`src/rtl/uart_rx_param.sv`:
```
// uart_rx_param -- parameterised UART receiver with a one-entry output buffer.
//
// Frame: start bit, DATA_W data bits (LSB- or MSB-first), optional parity
// bit (none/even/odd/mark/space), one or two stop bits. Frame timing and
// format are captured while idle and held for the whole frame.
//
// Optional build macro:
//   UART_RX_MAJORITY_VOTE_EN  -- when defined, each bit decision is the
//                                2-of-3 vote of the last three rx_s values;
//                                otherwise a single sample is used.
//
// Parameters:
//   DATA_W  data bits per frame (5..9)
//   CNT_W   width of the bit-period counter
//
// Ports:
//   i_clk                     clock, rising edge
//   i_rst                     synchronous active-high reset
//   i_bit_length              clocks per bit minus 1 (clamped to >= 3)
//   i_parity_mode             0 none,1 even,2 odd,3 mark,4 space,5..7 none
//   i_two_stop                check a second stop bit
//   i_msb_first               first received data bit is the MSB
//   i_hw_flow_control_enable  hold o_rts low while the buffer is full
//   i_rx                      asynchronous serial input, idle high
//   i_ready                   consumer accepts o_data
//   o_data                    received word
//   o_valid                   o_data and per-word flags valid
//   o_frame_error             a checked stop bit sampled 0
//   o_parity_error            parity bit mismatch
//   o_break                   data, parity and first stop bit all 0
//   o_overrun                 sticky: a word was dropped on a full buffer
//   o_busy                    frame in progress
//   o_rts                     ready-to-send
module uart_rx_param #(
  parameter int DATA_W = 8,
  parameter int CNT_W  = 16
) (
  input  logic              i_clk,
  input  logic              i_rst,
  input  logic [CNT_W-1:0]  i_bit_length,
  input  logic [2:0]        i_parity_mode,
  input  logic              i_two_stop,
  input  logic              i_msb_first,
  input  logic              i_hw_flow_control_enable,
  input  logic              i_rx,
  input  logic              i_ready,
  output logic [DATA_W-1:0] o_data,
  output logic              o_valid,
  output logic              o_frame_error,
  output logic              o_parity_error,
  output logic              o_break,
  output logic              o_overrun,
  output logic              o_busy,
  output logic              o_rts
);

  typedef enum logic [2:0] {
    S_IDLE, S_START, S_DATA, S_PARITY, S_STOP, S_STOP2
  } state_t;

  localparam logic [3:0]       LAST_BIT = 4'(DATA_W - 1);
  localparam logic [CNT_W-1:0] MIN_BL   = CNT_W'(3);

  // ---------------------------------------------------------------------
  // Line synchroniser. flush_q marks when rx_s reflects the real line
  // rather than the reset value of the flops.
  // ---------------------------------------------------------------------
  logic       sync1_q, rx_s_q;
  logic [1:0] flush_q;

  always_ff @(posedge i_clk) begin
    if (i_rst) begin
      sync1_q <= 1'b1;
      rx_s_q  <= 1'b1;
      flush_q <= 2'b00;
    end else begin
      sync1_q <= i_rx;
      rx_s_q  <= sync1_q;
      flush_q <= {flush_q[0], 1'b1};
    end
  end

  // Bit decision: single sample, or vote over the last three line values.
  logic bit_val;
`ifdef UART_RX_MAJORITY_VOTE_EN
  logic rxh1_q, rxh2_q;

  always_ff @(posedge i_clk) begin
    if (i_rst) begin
      rxh1_q <= 1'b1;
      rxh2_q <= 1'b1;
    end else begin
      rxh1_q <= rx_s_q;
      rxh2_q <= rxh1_q;
    end
  end

  assign bit_val = (rx_s_q & rxh1_q) | (rx_s_q & rxh2_q) | (rxh1_q & rxh2_q);
`else
  assign bit_val = rx_s_q;
`endif

  // ---------------------------------------------------------------------
  // State
  // ---------------------------------------------------------------------
  state_t             state_q, state_d;
  logic [CNT_W-1:0]   cnt_q, cnt_d;
  logic [CNT_W-1:0]   bl_q, bl_d;
  logic [2:0]         pm_q, pm_d;
  logic               two_q, two_d;
  logic               msb_q, msb_d;
  logic               arm_q, arm_d;
  logic [DATA_W-1:0]  shift_q, shift_d;
  logic [3:0]         bitcnt_q, bitcnt_d;
  logic               zero_q, zero_d;   // every sample so far was 0
  logic               fe_q, fe_d;
  logic               pe_q, pe_d;
  logic               brk_q, brk_d;
  logic               done;             // final stop bit sampled this cycle

  logic [DATA_W-1:0]  data_q, data_d;
  logic               valid_q, valid_d;
  logic               ofe_q, ofe_d;
  logic               ope_q, ope_d;
  logic               obrk_q, obrk_d;
  logic               ovr_q, ovr_d;

  logic at_half, at_target, has_par, exp_par;

  assign at_half   = (cnt_q == (bl_q >> 1));
  assign at_target = (cnt_q == bl_q);
  assign has_par   = (pm_q != 3'd0);

  always_comb begin
    exp_par = 1'b0;
    case (pm_q)
      3'd1:    exp_par = ^shift_q;
      3'd2:    exp_par = ~^shift_q;
      3'd3:    exp_par = 1'b1;
      default: exp_par = 1'b0;
    endcase
  end

  // Next-state / datapath
  always_comb begin
    state_d  = state_q;
    cnt_d    = cnt_q + CNT_W'(1);
    bl_d     = bl_q;
    pm_d     = pm_q;
    two_d    = two_q;
    msb_d    = msb_q;
    arm_d    = arm_q;
    shift_d  = shift_q;
    bitcnt_d = bitcnt_q;
    zero_d   = zero_q;
    fe_d     = fe_q;
    pe_d     = pe_q;
    brk_d    = brk_q;
    done     = 1'b0;

    case (state_q)
      S_IDLE: begin
        cnt_d    = '0;
        bl_d     = (i_bit_length < MIN_BL) ? MIN_BL : i_bit_length;
        pm_d     = (i_parity_mode > 3'd4) ? 3'd0 : i_parity_mode;
        two_d    = i_two_stop;
        msb_d    = i_msb_first;
        bitcnt_d = '0;
        zero_d   = 1'b1;
        fe_d     = 1'b0;
        pe_d     = 1'b0;
        brk_d    = 1'b0;
        // Only a high-to-low transition seen while idle starts a frame, so
        // a line that is already low (after reset or a break) is ignored.
        if (flush_q[1] && rx_s_q) arm_d = 1'b1;
        if (arm_q && !rx_s_q) begin
          state_d = S_START;
          arm_d   = 1'b0;
        end
      end

      S_START: begin
        if (at_half) begin
          cnt_d   = '0;
          state_d = bit_val ? S_IDLE : S_DATA;
        end
      end

      S_DATA: begin
        if (at_target) begin
          cnt_d    = '0;
          shift_d  = msb_q ? {shift_q[DATA_W-2:0], bit_val}
                           : {bit_val, shift_q[DATA_W-1:1]};
          zero_d   = zero_q & ~bit_val;
          bitcnt_d = bitcnt_q + 4'd1;
          if (bitcnt_q == LAST_BIT) state_d = has_par ? S_PARITY : S_STOP;
        end
      end

      S_PARITY: begin
        if (at_target) begin
          cnt_d   = '0;
          pe_d    = (bit_val != exp_par);
          zero_d  = zero_q & ~bit_val;
          state_d = S_STOP;
        end
      end

      S_STOP: begin
        if (at_target) begin
          cnt_d = '0;
          fe_d  = fe_q | ~bit_val;
          brk_d = zero_q & ~bit_val;
          if (two_q) begin
            state_d = S_STOP2;
          end else begin
            state_d = S_IDLE;
            done    = 1'b1;
          end
        end
      end

      S_STOP2: begin
        if (at_target) begin
          cnt_d   = '0;
          fe_d    = fe_q | ~bit_val;
          state_d = S_IDLE;
          done    = 1'b1;
        end
      end

      default: begin
        state_d = S_IDLE;
        cnt_d   = '0;
      end
    endcase
  end

  // Output buffer. A handshake frees the slot first, so a word completing
  // on the same cycle as a handshake is loaded without an overrun.
  always_comb begin
    data_d  = data_q;
    valid_d = valid_q;
    ofe_d   = ofe_q;
    ope_d   = ope_q;
    obrk_d  = obrk_q;
    ovr_d   = ovr_q;

    if (valid_q && i_ready) begin
      valid_d = 1'b0;
      ovr_d   = 1'b0;
    end

    if (done) begin
      if (!valid_q || i_ready) begin
        data_d  = shift_q;
        valid_d = 1'b1;
        ofe_d   = fe_d;
        ope_d   = pe_q;
        obrk_d  = brk_d;
      end else begin
        ovr_d   = 1'b1;
      end
    end
  end

  always_ff @(posedge i_clk) begin
    if (i_rst) begin
      state_q  <= S_IDLE;
      cnt_q    <= '0;
      bl_q     <= MIN_BL;
      pm_q     <= 3'd0;
      two_q    <= 1'b0;
      msb_q    <= 1'b0;
      arm_q    <= 1'b0;
      shift_q  <= '0;
      bitcnt_q <= '0;
      zero_q   <= 1'b1;
      fe_q     <= 1'b0;
      pe_q     <= 1'b0;
      brk_q    <= 1'b0;
      data_q   <= '0;
      valid_q  <= 1'b0;
      ofe_q    <= 1'b0;
      ope_q    <= 1'b0;
      obrk_q   <= 1'b0;
      ovr_q    <= 1'b0;
    end else begin
      state_q  <= state_d;
      cnt_q    <= cnt_d;
      bl_q     <= bl_d;
      pm_q     <= pm_d;
      two_q    <= two_d;
      msb_q    <= msb_d;
      arm_q    <= arm_d;
      shift_q  <= shift_d;
      bitcnt_q <= bitcnt_d;
      zero_q   <= zero_d;
      fe_q     <= fe_d;
      pe_q     <= pe_d;
      brk_q    <= brk_d;
      data_q   <= data_d;
      valid_q  <= valid_d;
      ofe_q    <= ofe_d;
      ope_q    <= ope_d;
      obrk_q   <= obrk_d;
      ovr_q    <= ovr_d;
    end
  end

  assign o_data         = data_q;
  assign o_valid        = valid_q;
  assign o_frame_error  = ofe_q;
  assign o_parity_error = ope_q;
  assign o_break        = obrk_q;
  assign o_overrun      = ovr_q;
  assign o_busy         = (state_q != S_IDLE);
  assign o_rts          = (state_q == S_IDLE) &&
                          (!i_hw_flow_control_enable || !valid_q);

endmodule

```
`config.mk`:
```
export PLATFORM = sky130hd
export DESIGN_NAME = uart_rx_param
export DESIGN_NICKNAME = d
export VERILOG_FILES = /design/src/rtl/uart_rx_param.sv
export SDC_FILE = /design/constraint.sdc
export NUM_CORES = 1
export LEC_CHECK = 0
export CORE_MARGIN = 2
export CORE_UTILIZATION = 50
export CTS_CLUSTER_DIAMETER = 40
export DETAILED_ROUTE_END_ITERATION = 8
export PLACE_DENSITY_LB_ADDON = 0.05
export SETUP_SLACK_MARGIN = 0.5
export SYNTH_ARGS = -nofsm -noshare
export SYNTH_HDL_FRONTEND = slang
export SYNTH_SLANG_ARGS = --single-unit
```
`constraint.sdc`:
```
create_clock -name i_clk -period 2.11 [get_ports i_clk]
set_input_delay 0.633 -clock i_clk [delete_from_list [all_inputs] [get_ports i_clk]]
set_output_delay 0.633 -clock i_clk [all_outputs]
set_load 0.05 [all_outputs]
```
Word-level counts from Yosys, hierarchy flattened

Cells that the tools add are included.

Register bits: 74
Bits of input ports: 26
Output and inout port bits: 15
Word-level logic and storage cells: 119

$add $sub $neg: 2
Order comparisons: 2
Eq/ne operators: 20
Multiplexer cells: 41
Bitwise gates (word level): 3
Reductions and logical operators: 28

Operators by type and width:

| cell                    | count |
|---|---|
| $mux W16                | 3 |
| $pmux W16 S2            | 1 |
| $mux W3                 | 10 |
| $pmux W3 S6             | 1 |
| $add A16 B1 Y16 const B | 1 |
| $eq A16 B15 Y1          | 1 |
| $eq A16 B16 Y1          | 1 |
| $lt A16 B2 Y1 const B   | 1 |
| $mux W1                 | 16 |
| $ne A2 B2 Y1 const B    | 7 |
| $eq A3 B2 Y1 const B    | 4 |
| $reduce_and A2 Y1       | 6 |
| $pmux W1 S2             | 5 |
| $mux W8                 | 1 |
| $pmux W4 S2             | 1 |
| $reduce_bool A2 Y1      | 4 |
| $reduce_xnor A8 Y1      | 1 |
| $reduce_xor A8 Y1       | 1 |
| $reduce_and A7 Y1       | 1 |
| $eq A3 B1 Y1 const B    | 2 |
| $eq A3 B3 Y1 const B    | 2 |
| $reduce_bool A3 Y1      | 2 |
| $add A4 B1 Y4 const B   | 1 |
| $eq A4 B3 Y1 const B    | 1 |
| other kinds (15)        | 22 |

Longest topological paths before layout

Word-level depth: 5
Depth in mapped cells: 9
Depth with buffers taken out: 7

Worst setup path before layout

No wires, ideal clock.

Path kind: flip-flop to output port
Start: register state_q[2]
End: output port o_rts
Arrival time: 2.335 ns
Data required time: 1.477 ns
Path slack: -0.858 ns
Stages on the path, launching flop included: 6
Buffers on the path: 2
Cell sequence: dfxtp_1 clkbuf_1 nor3_2 inv_2 clkbuf_1 a21oi_1

Longest elaborated chain between the ends: 2

Ends and longest elaborated chain:

| what                   | RTL line | RTL |
|---|---|---|
| from (decl)            | 106      | `state_t state_q, state_d;` |
| from (signal assigned) | 289      | `state_q <= state_d;` |
| $logic_not A3 Y1       | 318      | `assign o_rts = (state_q == S_IDLE) &&` |
| $logic_and A1 B1 Y1    | 318      |  |
| to (decl)              | 54       | `output logic o_rts` |

Every way passes these cells.

Worst setup path after layout

Ends and elaborated chain as after synthesis.

==> out/summary.md <==
## CTS
• **CTS tree** yes
• **CTS root buffer** clkbuf_8
• **clock-pin slew reported for the worst setup and hold paths after clock tree synthesis** 0.08 ns
• **deepest clock path buffer count** 2
• **Worst-Skew Late Latency** 0.35 ns
• **total of hold buffers inserted after clock tree synthesis** 0
• **maximum level of the CTS H-tree** 3
• **number of clock sinks seen by CTS** 74
• **TritonCTS Buffers** 9

## Die
• **I/O pin total** 41
• **floorplan die height** 86.9 um
• **Chip Width** 86.9 um
• **Initial Util** 0.512
• **full die area** 0.00756 sq mm
• **Std-Cell Rows** 30
• **core region area** 0.00672 sq mm

## Layout
• **Final Instance Count excl. Fillers** 556
• **synthesis-to-finish area growth** 42.6%
• **final net count** 499
• **ant diodes** 0
• **final std cell area, no fill** 0.00490 sq mm
• **most common cell after layout, fill and taps aside** dfxtp_1
• **share of post-route cells with drive strength above 1** 0.342
• **core utilization of the finished layout** 0.730
• **most frequent cells in the layout** 52 x dfxtp_1, 50 x buf_4, 44 x nor2_1, 30 x nand2_1, 29 x xor2_1

## Route
• **number of vias per cell** 5.36
• **wire length per cell** 15.8 um
• **highest routed layer** met4
• **total met2 wirelength after detailed routing** 4310 um
• **wire length on met1** 3930 um
• **detailed router's first-iteration violation count** 129
• **drt drc** 0
• **Detailed Route WL** 8770 um
• **Final ANT Viol Nets** 0
• **via count** 2980
• **number of iterations in the first detailed-routing pass** 4
• **WL met3** 314 um

## Outcome
• **run status** completed

## STA
• **worst slew margin relative to its limit** 0.650
• **worst setup skew after layout** 0.0156 ns
• **Max Fclk** 513 MHz
• **final max-slew violation count** 0
• **unrepaired setup endpoints after global routing** yes
• **final worst-path cycle share** 0.925
• **pin slew with the least headroom to its limit** 0.524 ns
• **minimum clock period** 1.95 ns
• **hold violation count in the final report** 0
• **setup-violating endpoint count in the final report** 0

## Placed design
• **post-placement cell area** 0.00422 sq mm
• **Placed Cells incl. Taps** 518
• **DP HPWL** 5870 um
• **Port Buf Inserts** 40
• **weighted congestion reported at the end of routability-driven placement** 0.835

## Pwr
• **total power draw** 0.00371 W
• **maximum VDD drop** 0.000488 V
• **Lkg Pwr** 1.99 nW
• **Cell Pwr Density** 757 mW/mm^2

## Setup path
• **critical path capture point type** primary output
• **Worst path slowest cell** dfxtp_4
• **WP data required** 1.48 ns
• **Data arrival, critical path** 1.32 ns
• **type of origin of the critical path** flop
• **CP max FO** 4
• **R2R cell count** 9
• **CP top delay family** flip-flops
• **Crit path depth** 4
• **number of buffers and inverters on the critical path** 2
• **startpoint-to-endpoint class of the critical path** flop to primary output
• **sequence of cells on the critical path** nor3_4 > inv_4 > a21oi_4 > buf_12
• **Critical Path Max Stage Delay** 0.36 ns

## Global routing
• **number of global-route vias before repair** 2899
• **GRT Util Overall** 0.243
• **number of antenna violations at the first check in global routing** 0
• **grt ovf** 0
• **pin count of the biggest net entering global routing** 23
• **wire length of the first global-routing pass** 14100 um

## Yosys
• **average footprint of a synthesized cell** 8.93 sq um
• **asr flop ratio synth** 0
• **number of synthesized flops with an enable pin** 0
• **cell accounting for the most synthesized area** dfxtp_1
• **main flop type after synthesis** dfxtp_1
• **flip-flop and latch count after synthesis** 74
• **number of nets in the synthesized netlist** 413
• **number of cells produced by synthesis** 385
• **post-synth top area share** 0.431
• **synth warn** 0
• **sequential fraction of the synthesis area** 0.431
• **main area contributors after synthesis** dfxtp_1 43%, xor2_1 7.4%, xnor2_1 6.6%, mux2i_1 5.2%, nor2_1 5.0%
• **Netlist Area Pre-Place** 0.00344 sq mm
• **distinct cell type count of the synthesized netlist** 46

## Min path
• **hold depth** 1
• **class of the tightest hold or removal check** flop to flop

## Job
• **Max Cap Viol** 0

-- metrics by stage --
stage	worst slack, ns	TNS (ns)	hold slack (ns)
global route	0.112	0	0.455
detailed placement	-0.338	-3.24	0.415
floorplan	0.0795	0	0.389
CTS	0.154	0	0.444
global placement	-0.319	-3.07	0.393
finish	0.159	0	0.442
-- cell families after synthesis --
group	count (synthesis)	share of synthesized area
AO/OA/AOI/OAI	63	0.123
XOR/XNOR	55	0.140
adder cells (fa/ha/maj)	2	0.00727
buffers and inverters	31	0.0397
flip-flops	74	0.431
multiplexers	20	0.0589
AND/OR/NAND/NOR	140	0.200
-- final timing paths --
path / startpoint / to / slack, ns
setup reg to reg: bl_q[4] / o_data[0] / 0.20
setup / recovery: state_q[2] / o_rts / 0.16
hold reg to reg: sync1_q / bit_val / 0.44
hold / removal: sync1_q / bit_val / 0.44
-- cells in the mapped netlist, types with 5 or more instances --
library cell	count
dfxtp_1	74
nor2_1	46
nand2_1	30
xor2_1	29
xnor2_1	26
a21oi_1	22
mux2i_1	18
nand3_1	15
clkbuf_1	13
a211oi_1	9
a22o_1	9
nand4_1	9
buf_2	7
inv_1	7
nor3_1	6
nor4_1	6
and3_1	5
nor2b_1	5
o21ai_0	5
-- per-layer routing --
layer	vias up	global-route usage
li1	1499	-
met1	1404	0.309
met5	-	0
met3	20	0.0483
met4	0	0.0980
met2	57	0.402
-- flip-flops by register name, indices dropped and copies added, names as in the netlist, 2 cells and up --
name	flops
bitcnt_q	4
bl_q	16
cnt_q	16
flush_q	2
o_data	8
pm_q	3
shift_q	8
state_q	3
-- power by group --
part           leakage (nW)  internal (W)  total, W  switching (W)
combinational          1.29      0.000531   0.00109       0.000562
clock                0.0852      0.000422  0.000978       0.000556
sequential            0.615       0.00150   0.00164       0.000139
-- cell type report --
| class | count | area [sq um] |
|---|---|---|
| clock buffer | 9 | 124 |
| clock inverter | 7 | 43.8 |
| fill | 509 | 1810 |
| inverter | 8 | 32.5 |
| multi-input combinational | 280 | 2100 |
| sequential | 74 | 1530 |
| tap | 80 | 100 |
| timing repair buffer | 98 | 976 |
-- worst register-to-register path, cell delays in order (launching register included) --
cell and delay (ns):
dfxtp_4 0.37, xnor2_2 0.15, nand4_1 0.16, nor4_4 0.35
buf_6 0.16, buf_12 0.11, nand3_4 0.10, buf_12 0.18
mux2i_1 0.16, nor2_1 0.05
-- what timing repair did --
action | in CTS | in global routing
setup buffers | 18 | 1
pin swaps | 25 | 13
cloned | 3 | 0
endpoints found under the setup margin | 63 | 62
resized for setup | 84 | 23
No activity file was read; power rests on OpenSTA's default activity.
==> patch 1 (same flow settings) <==
The 6 states of `state_t` get a Gray code encoding in 3 bits.
--- a/src/rtl/uart_rx_param.sv
+++ b/src/rtl/uart_rx_param.sv
@@ -55,7 +55,7 @@
 );
 
   typedef enum logic [2:0] {
-    S_IDLE, S_START, S_DATA, S_PARITY, S_STOP, S_STOP2
+    S_IDLE = 3'b000, S_START = 3'b001, S_DATA = 3'b011, S_PARITY = 3'b010, S_STOP = 3'b110, S_STOP2 = 3'b111
   } state_t;
 
   localparam logic [3:0]       LAST_BIT = 4'(DATA_W - 1);
Behaviour: no difference found for any inputs over 10 cycles, from zero or initial values and one cycle with i_rst high; not proved beyond that.
==> patch 1 against the original RTL <==
- wire length is 4.4% lower
- sequential power decreased by 2%
- global-route usage decreased by 1.1 points
- total power is 6.0% lower
- final area decreased by 2.8%
- worst setup slack gained 11 ps
- clock skew is 3.4 ps lower
- synthesized area is 0.87% higher
- core utilization fell by 2.4 points
- sequential cell count is the same
- critical path type unchanged
==> patch 1: results (changes against the original RTL) <==
Worst setup path
  – Reg2Reg Capture Point: cnt_q[9]$_SDFF_PP0_ (was o_data[0]$_SDFFE_PP0P_)
  – Critical path destination: o_rts (unchanged)
  – Crit path largest cell delay: 360 ps (about the same)
  – Slowest CP cell: dfxtp_4 (unchanged)
  – RR Startpoint: cnt_q[14]$_SDFF_PP0_ (was bl_q[4]$_SDFFE_PP0P_)
  – Family with the most delay on the worst path: flip-flops (unchanged)
  – Worst-case reg-to-reg path depth: 8 (was 9)
  – Slack of the worst reg-to-reg path: 180 ps (was 200 ps)

Route
  – Detailed-route wire length: 8380 µm (was 8770 µm)
  – Vias: 2,902 (was 2,980)
  – M1 WL: 4030 µm (was 3930 µm)
  – Number of DRC markers in iteration 0: 128 (was 129)
  – WL met3: 474 µm (was 314 µm)
  – Met2 routed WL: 3800 µm (was 4310 µm)
  – Vias/cell: 5.34 (was 5.36)

Synthesis
  – Mapped Avg Cell Area: 9.11 µm² (was 8.93 µm²)
  – Ys flop type: dfxtp_1 (unchanged)
  – Sequential area share after synthesis: 42.7% (was 43.1%)
  – Mapped cell area: 3470 µm² (was 3440 µm²)
  – Compound-Gate Fraction of Synth Area: 10.9% (was 12.3%)
  – Mux cell area share after synthesis: 6.67% (was 5.89%)
  – Post-Synth Adder-Cell Area: 0.721% (was 0.728%)
  – Synth top cells by count: dfxtp_1 (74), nor2_1 (50), nand2_1 (39), xnor2_1 (28) (was dfxtp_1 (74), nor2_1 (46), nand2_1 (30), xor2_1 (29), xnor2_1 (26))
  – Synthesized net count: 409 (was 413)
  – Ranking of synthesized cells by area: dfxtp_1 (43%), xnor2_1 (7.1%), mux2i_1 (6.3%), xor2_1 (5.8%), nor2_1 (5.4%) (was dfxtp_1 (43%), xor2_1 (7.4%), xnor2_1 (6.6%), mux2i_1 (5.2%), nor2_1 (5.0%))
  – XOR/XNOR Fraction of Synth Area: 14.7% (was 14.0%)

Status
  – Status: completed (unchanged)

Global routing
  – Routing usage on met2: 34.0% (was 40.2%)
  – GRT met1 Usage: 34.2% (was 30.9%)
  – Largest net degree at the start of global routing: 36 (was 23)
  – Via count of the first global-routing pass: 2,772 (was 2,899)
  – GRT Total Usage: 23.2% (was 24.3%)
  – Global Route met3 Usage: 3.98% (was 4.83%)
  – Global-route wire length before repair: 13,700 µm (was 14,100 µm)

Pwr
  – Maximum VDD drop: 0.000590 V (was 0.000488 V)
  – Leakage: 1.93 nW (was 1.99 nW)

CTS
  – Hold Buf Count CTS: 0 (unchanged)
  – Post_cts resized: 72 (was 84)

Timing
  – Max_slew headroom: 61.6% (was 65.0%)
  – Worst hold margin: 423 ps (was 442 ps)
  – Post-layout min period: 1940 ps (was 1950 ps)
  – Worst clock skew: 12.2 ps (was 15.6 ps)

Placed design
  – Placer Congestion: 0.867 (was 0.835)
  – DP Cell Count: 503 (was 518)
  – Place WS: -404 ps (was -338 ps)
  – Final HPWL DP: 5420 µm (was 5870 µm)
  – Dpl cell area: 4160 µm² (was 4220 µm²)

Finish
  – Layout Nets: 486 (was 499)
  – Layout cells sized above 1: 32.2% (was 34.2%)
patch 1: cell type report:
cell class	count	area, µm²
Multi-Input combinational cell	276	2070
Sequential cell	74	1530
Fill cell	536	1990
Tap cell	80	100
Clock buffer	9	124
Clock inverter	7	57.6
Timing Repair Buffer	89	856
Inverter	8	32.5
patch 1: report_power, final:
part	switching [mW]	internal, mW
registers	0.113	1.48
clock network	0.594	0.443
logic	0.457	0.398
patch 1: cells by family (layout without fill, tap and decap cells):
logic type      after synthesis  count (layout)
compound gates               55              56
flops                        74              74
simple gates                140             140
buf+inv                      32             113
fa+ha+maj                     2               2
xor+xnor                     55              55
mux                          23              23
patch 1: worst register-to-register path, cell delays in order, from the launching register on:
cell	delay (ps)
dfxtp_1	340
buf_4	150
xor2_1	140
nor4_1	340
nand4_1	270
a2bb2oi_4	220
a211o_1	150
buf_12	150
nor2_1	50
==> patch 2 (same settings) <==
Made on the original files. The option `UART_RX_MAJORITY_VOTE_EN` is turned on by a define.
--- a/src/rtl/uart_rx_param.sv
+++ b/src/rtl/uart_rx_param.sv
@@ -31,6 +31,8 @@
 //   o_overrun                 sticky: a word was dropped on a full buffer
 //   o_busy                    frame in progress
 //   o_rts                     ready-to-send
+`define UART_RX_MAJORITY_VOTE_EN
+
 module uart_rx_param #(
   parameter int DATA_W = 8,
   parameter int CNT_W  = 16
Behaviour: not the same (Yosys sat finds a counterexample within 10 cycles, from zero or initial values and one cycle with i_rst high).
==> patch 2 against the original RTL <==
- total power up 1.2%
- synthesized area up 2.4%
- final area down 0.79%
- final cell count up 1.6%
- wire length down 0.94%
- clock skew down 4.1 ps
- hold slack worse by 23 ps
- worst setup slack better by 34 ps
- sequential cell count up 2
- critical path type is now register to register
- highest routed layer unchanged
==> patch 2: results (changes against the original RTL) <==
Status
  – Status: completed (unchanged)

Synthesis
  – Synthesized net count: 420 (was 413)
  – Mapped Avg Cell Area: 8.98 µm² (was 8.93 µm²)
  – Synth top cells by count: dfxtp_1 (76), nor2_1 (47), nand2_1 (33), xor2_1 (28), xnor2_1 (26) (was dfxtp_1 (74), nor2_1 (46), nand2_1 (30), xor2_1 (29), xnor2_1 (26))
  – Sequential area share after synthesis: 43.2% (was 43.1%)
  – Library cells used by synthesis: 47 (was 46)

Timing
  – Worst clock skew: 11.4 ps (was 15.6 ps)
  – Max_slew headroom: 50.1% (was 65.0%)

Finish
  – Reg area: 1590 µm² (was 1530 µm²)
  – Layout Nets: 492 (was 499)
  – Layout cells sized above 1: 34.1% (was 34.2%)
  – Multi-In Gates: 283 (was 280)
  – Non-filler cells, final: 565 (was 556)
  – Area of the multi-input gates: 2080 µm² (was 2100 µm²)
  – Non-CTS buffers: 86 (was 98)
  – # fillers: 516 (was 509)
  – Non-Clock Buffer Area Fraction: 16.9% (was 19.9%)
  – # clk buffers: 10 (was 9)
  – Clock-cell share: 4.55% (was 3.42%)

Route
  – Vias: 3,032 (was 2,980)
  – Wire length per cell: 15.4 µm (was 15.8 µm)
  – Number of DRC markers in iteration 0: 219 (was 129)

Pwr
  – Clk. pwr: 1.24 mW (was 978 µW)
  – Internal: 2.64 mW (was 2.45 mW)
  – Leakage: 1.88 nW (was 1.99 nW)
  – Power per cell area: 772 nW/µm² (was 757 nW/µm²)
  – Comb pwr: 884 µW (was 1.09 mW)

Global routing
  – Global-route wire length before repair: 13,700 µm (was 14,100 µm)
  – GRT Total Usage: 23.0% (was 24.3%)
  – Initial antenna violation count: 0 (unchanged)

Worst setup path
  – Family with the most delay on the worst path: simple AND/OR/NAND/NOR gates (was flip-flops)
  – CP Data Arrival Time: 2150 ps (was 1320 ps)
  – Slowest CP cell: dfxtp_2 (was dfxtp_4)
  – Worst Setup Path Type: register to register (was register to output port)
  – Crit path max fanout: 13 (was 4)

Placed design
  – Placer Congestion: 0.874 (was 0.835)
  – DP Cell Count: 525 (was 518)

CTS
  – Sink Count: 76 (was 74)
[patch 2: cell count changes after synthesis, moves of 3 or more]
| cell | delta |
|---|---|
| nand3_1 | -3 |
| nor3_1 | +5 |
| a21oi_1 | +3 |
| nand2_1 | +3 |
| clkbuf_1 | -4 |
[patch 2: cell families after synthesis]
kind of cell,share of synthesized area (%)
compound gates,12.6
simple gates,19.2
flops,43.2
fa+ha+maj,0.711
xor+xnor,13.9
buf+inv,4.90
mux,5.47
[patch 2: what timing repair did]
action | 4_1_cts | 5_1_grt
gates resized for setup | 88 | 14
pin swaps | 34 | 7
setup buffers | 19 | 3
gates cloned | 1 | 1
endpoints found under the setup margin | 61 | 62
[patch 2: per-stage QoR]
stage	setup WS (ps)	hold slack [ps]	instance area, µm²
floorplan	171	389	3630
global placement	-304	391	4130
detailed placement	-359	400	4130
CTS	212	421	4750
global route	82.7	449	4870
finish	193	418	4870
[patch 2: final timing paths]
| check | startpoint | to | slack [ps] | depth (start not counted) |
|---|---|---|---|---|
| hold reg to reg | sync1_q$_SDFF_PP1_ | rx_s_q$_SDFF_PP1_ | 420 | 1 |
| setup reg to reg | bl_q[6]$_SDFFE_PP0P_ | o_data[0]$_SDFFE_PP0P_ | 190 | 8 |
| setup / recovery | bl_q[6]$_SDFFE_PP0P_ | o_data[0]$_SDFFE_PP0P_ | 190 | 8 |
| hold / removal | sync1_q$_SDFF_PP1_ | rx_s_q$_SDFF_PP1_ | 420 | 1 |
[patch 2: metal layers]
metal  share of wire [%]  GRT usage, %  wire length, µm
met5                   0             0                0
met4                 1.6          8.11              142
met3                 4.7          3.11              409
met2                  48          38.4             4180
met1                  45          30.5             3950
